==> src/rtl/stage_fetch.sv <==
// Instruction fetch stage: reads one opcode per request from program memory,
// offers it downstream with a drdy/ack_in handshake, and stops at an all-zero opcode.
package stage_fetch_pkg;
  localparam int OPCODE_MSB = 7;
endpackage

module stage_fetch
  import stage_fetch_pkg::*;
#(
  parameter  int ADDR_W = 12,
  localparam int W      = OPCODE_MSB + 1
) (
  input  logic              clk,
  input  logic              reset,
  output logic [ADDR_W-1:0] imem_addr,
  output logic              imem_rd,
  input  logic [W-1:0]      imem_data,
  output logic [W-1:0]      operation,
  output logic              drdy,
  input  logic              ack_in,
  input  logic              jump,
  input  logic [ADDR_W-1:0] jump_target,
  output logic [ADDR_W-1:0] pc,
  output logic              halted
);

  typedef enum logic [1:0] {FETCH, WAIT, ISSUE, HALT} state_t;

  state_t            state, state_next;
  logic [ADDR_W-1:0] pc_next;
  logic [W-1:0]      operation_next;
  logic              drdy_next;
  logic              halted_next;

  always_ff @(posedge clk or posedge reset) begin
    if (reset) begin
      state     <= FETCH;
      pc        <= '0;
      operation <= '0;
      drdy      <= 1'b0;
      halted    <= 1'b0;
    end else begin
      state     <= state_next;
      pc        <= pc_next;
      operation <= operation_next;
      drdy      <= drdy_next;
      halted    <= halted_next;
    end
  end

  // A jump always wins: it redirects pc and restarts at FETCH, so any read
  // already in flight is simply never captured.
  always_comb begin
    state_next     = state;
    pc_next        = pc;
    operation_next = operation;
    drdy_next      = drdy;
    halted_next    = halted;
    unique case (state)
      FETCH: begin
        if (jump) begin
          pc_next    = jump_target;
          drdy_next  = 1'b0;
          state_next = FETCH;
        end else begin
          state_next = WAIT;
        end
      end
      WAIT: begin
        if (jump) begin
          pc_next    = jump_target;
          drdy_next  = 1'b0;
          state_next = FETCH;
        end else if (imem_data != '0) begin
          operation_next = imem_data;
          drdy_next      = 1'b1;
          state_next     = ISSUE;
        end else begin
          drdy_next   = 1'b0;
          halted_next = 1'b1;
          state_next  = HALT;
        end
      end
      ISSUE: begin
        if (jump) begin
          pc_next    = jump_target;
          drdy_next  = 1'b0;
          state_next = FETCH;
        end else if (ack_in) begin
          pc_next    = pc + ADDR_W'(1);
          drdy_next  = 1'b0;
          state_next = FETCH;
        end
      end
      HALT: begin
        drdy_next  = 1'b0;
        state_next = HALT;
      end
      default: state_next = FETCH;
    endcase
  end

  // Gated by reset so no read is issued while the stage is held in reset.
  always_comb begin
    imem_rd   = (state == FETCH) && !reset;
    imem_addr = pc;
  end

endmodule

==> config.mk <==
export PLATFORM = sky130hd
export DESIGN_NAME = stage_fetch
export DESIGN_NICKNAME = d
export VERILOG_FILES = /design/src/rtl/stage_fetch.sv
export SDC_FILE = /design/constraint.sdc
export NUM_CORES = 1
export LEC_CHECK = 0
export CAP_MARGIN = 25
export CORE_ASPECT_RATIO = 1.1
export CORE_MARGIN = 8
export CORE_UTILIZATION = 42
export DETAILED_ROUTE_END_ITERATION = 10
export GPL_TIMING_DRIVEN = 0
export PLACE_DENSITY = 0.78
export SLEW_MARGIN = 20
export SYNTH_ARGS = -nofsm -noshare
export SYNTH_HDL_FRONTEND = slang
export SYNTH_SLANG_ARGS = --single-unit
export TNS_END_PERCENT = 5
==> constraint.sdc <==
create_clock -name clk -period 1.9 [get_ports clk]
set_input_delay 0.38 -clock clk [delete_from_list [all_inputs] [get_ports clk]]
set_output_delay 0.38 -clock clk [all_outputs]
set_load 0.1 [all_outputs]
==> qor.tcl <==
set qor(place.detailed.instances) 231
set qor(num-nets-final) 227
set qor(layout.core_utilization_pct) 66.5
set qor(clock_sinks) 24
set qor(synth-seq-area-share_pct) 44.5
set qor(ys_ff_latch) 24
set qor(io_buffer_count) 57
set qor(multiInputGateArea_um2) 619
set qor(max-cap-violations) 0
set qor(antenna_cells_inserted) 0
set qor(postSynthAreaPerCell_um2) 9.64
set qor(critPathMaxFanout) 9
set qor(register_area_um2) 601
set qor(die-area_um2) 5290
set qor(maximum_cell_stage_delay_along_the_critical_path_ns) 0.69
set qor(site_rows) 21
set qor(critPathLaunchType) {primary input}
set qor(hp-start) {jump}
set qor(report.final.setup_viol) 0
set qor(max_slew.worst_pin.slew_ns) 0.867
set qor(clkSlewWorstSetupHoldPaths_ns) 0.14
set qor(post_drt_wl_per_cell_um) 16.2
set qor(postRouteWirelength_um) 3800
set qor(min_delay_path_class) {primary input to flip-flop}
set qor(crit_path_end_kind) {flip-flop}
set qor(final_hold_viols) 0
set qor(cts_hold_buf) 0
set qor(maxSlewHeadroom_pct) 42.1
set qor(routed-via-count) 1303
set qor(worstPathArrival_ns) 2.08
set qor(yosysWarnings) 0
set qor(floorplan.core_area_um2) 3050
set qor(status) {completed}
set qor(fmax_mhz) 539
set qor(post-route-drc-count) 0
set qor(die_width_um) 70.1
set qor(top_level_ports) 59
set qor(clk-insertion-delay-late_ns) 0.32
set qor(layout.cells.most_common) {sky130_fd_sc_hd__buf_4}
set qor(drtIter0Drc) 53
set qor(antenna_violations_before_repair) 0
set qor(detail_route.first_pass.iterations) 4
set qor(finalCriticalPeriod_ns) 1.85
set qor(synth-main-ff-cell) {sky130_fd_sc_hd__dfrtp_1}
set qor(final_hpwl_from_detailed_placement_um) 3020
set qor(cp-startpoint) {imem_data[7]}
set qor(drtAntennaViolNets) 0
set qor(cts_tree) {done}
set qor(layout-drive-gt1-share_pct) 36.3
set qor(timing.rr.start) {state[0]}
set qor(async_reset_ff_share_pct) 100
set qor(synth_fp_nets) 165
set qor(htreeDepth) 1
set qor(synthCells) 140
set qor(edff_count_synth) 0
set qor(globalRoute.totalOverflow) 0
set qor(hold_ws_ns) 0.378
set qor(grt_start_max_net_pins) 25
set qor(timing.critical_path.buf_inv) 1
set qor(start_util_pct) 44.3
set qor(area_growth_pct) 50.0
set qor(cp.required_ns) 2.12
set qor(buffer_type_at_the_clock_tree_root) {sky130_fd_sc_hd__clkbuf_4}
set qor(instances_no_fill) 235
set qor(grt_setup_unrepaired) {true}
set qor(skew_ns) 0.00153
set qor(cts-buffers-inserted) 3
set qor(place.gp.congestion) 0.877
set qor(grt_pass1_wl_um) 6290
set qor(vias_per_cell) 5.54
set qor(finalCritPeriodShare_pct) 97.6
set qor(critPathTopFamily) {compound AO/OA/AOI/OAI gates}
set qor(netlist_area_um2) 1350
set qor(grt.total_usage_pct) 14.2
set qor(grt_pass1_vias) 1345
set qor(ys_types) 32
set qor(most-common-layout-cells) {26 x sky130_fd_sc_hd__buf_4, 24 x sky130_fd_sc_hd__dfrtp_1, 22 x sky130_fd_sc_hd__clkdlybuf4s50_1}
set qor(path_cells) {clkdlybuf4s50_1 > nor4_1 > a2111oi_4 > mux2_2}
set qor(cpMaxStageDelayCell) {sky130_fd_sc_hd__a2111oi_4}
set qor(slew_violations) 0
set qor(cts_buffer_depth) 2
set qor(die-height_um) 75.5
set qor(setup.worst_path.class) {primary input to flip-flop}
set qor(fill_cells) 256
## cells by family after synthesis
family / after synthesis / synth area share [%]
muxes: 8 / 6.67
adders and majority gates: 1 / 0.927
AOI/OAI and AO/OA: 48 / 23.4
and+or+nand+nor: 37 / 13.5
DFF: 24 / 44.5
buffers and inverters: 22 / 10.9
## synth_stat cells (all sizes together), types with 2 or more instances
cell type,number,area [um^2]
mux2,8,90.1
a31oi,2,12.5
a21o,2,17.5
buf,19,136
nand3,8,40.0
a2bb2oi,3,26.3
a21oi,16,80.1
nand4,2,12.5
nand2,14,52.6
o31ai,2,15.0
nor2,4,15.0
o21a,2,15.0
nor3,2,10.0
and3,2,12.5
nor4,2,12.5
dfrtp,24,601
o22ai,4,25.0
o21ai,11,55.1
inv,3,11.3
## sequential cells by signal (all words and copies together), names as in the netlist
name	flops
imem_addr	12
operation	8
halted	1
state	2
drdy	1
## metal layers
| layer | share of wire [%] | GRT usage, % |
|---|---|---|
| met1 | 41 | 16.5 |
| met5 | 0 | 0 |
| met3 | 6.7 | 3.65 |
| met4 | 1.4 | 4.69 |
| met2 | 51 | 25.4 |
## final timing paths
path                                     end  slack [ns]  cells after the start
worst max-delay path            operation[0]        0.05                      4
worst min-delay path                  halted        0.38                      2
worst max register to register  operation[0]        0.21                      4
worst min register to register        halted        0.49                      2
max in group asynchronous       imem_addr[2]        0.76                      2
min in group asynchronous           state[0]        0.61                      2
## repair_timing
item	4_1_cts	5_1_grt
hold endpoints to repair	0	0
setup endpoints to repair	35	10
gates resized for setup	103	5
buffers inserted	0	0
## final cells by class
class                      instances  share of cell area (%)
multi-input combinational         94                    30.6
sequential                        24                    29.6
timing repair buffer              57                    27.8
buffer                            19                    6.73
tap                               34                    2.10
clock inverter                     1                    1.48
clock buffer                       3                    1.11
inverter                           3                   0.556
## through the flow
step | area, um^2 | TNS [ns] | worst slack (ns)
2_1_floorplan | 1360 | -0.261 | -0.106
3_3_place_gp | 1970 | -5.66 | -0.580
3_5_place_dp | 1970 | -6.45 | -0.624
4_1_cts | 2020 | 0 | 0.000784
5_1_grt | 2030 | -0.0114 | -0.00436
6_report | 2030 | 0 | 0.0457
Power is not shown: default switching activity piles up to over one toggle a cycle in this logic, so the estimate is an artifact.
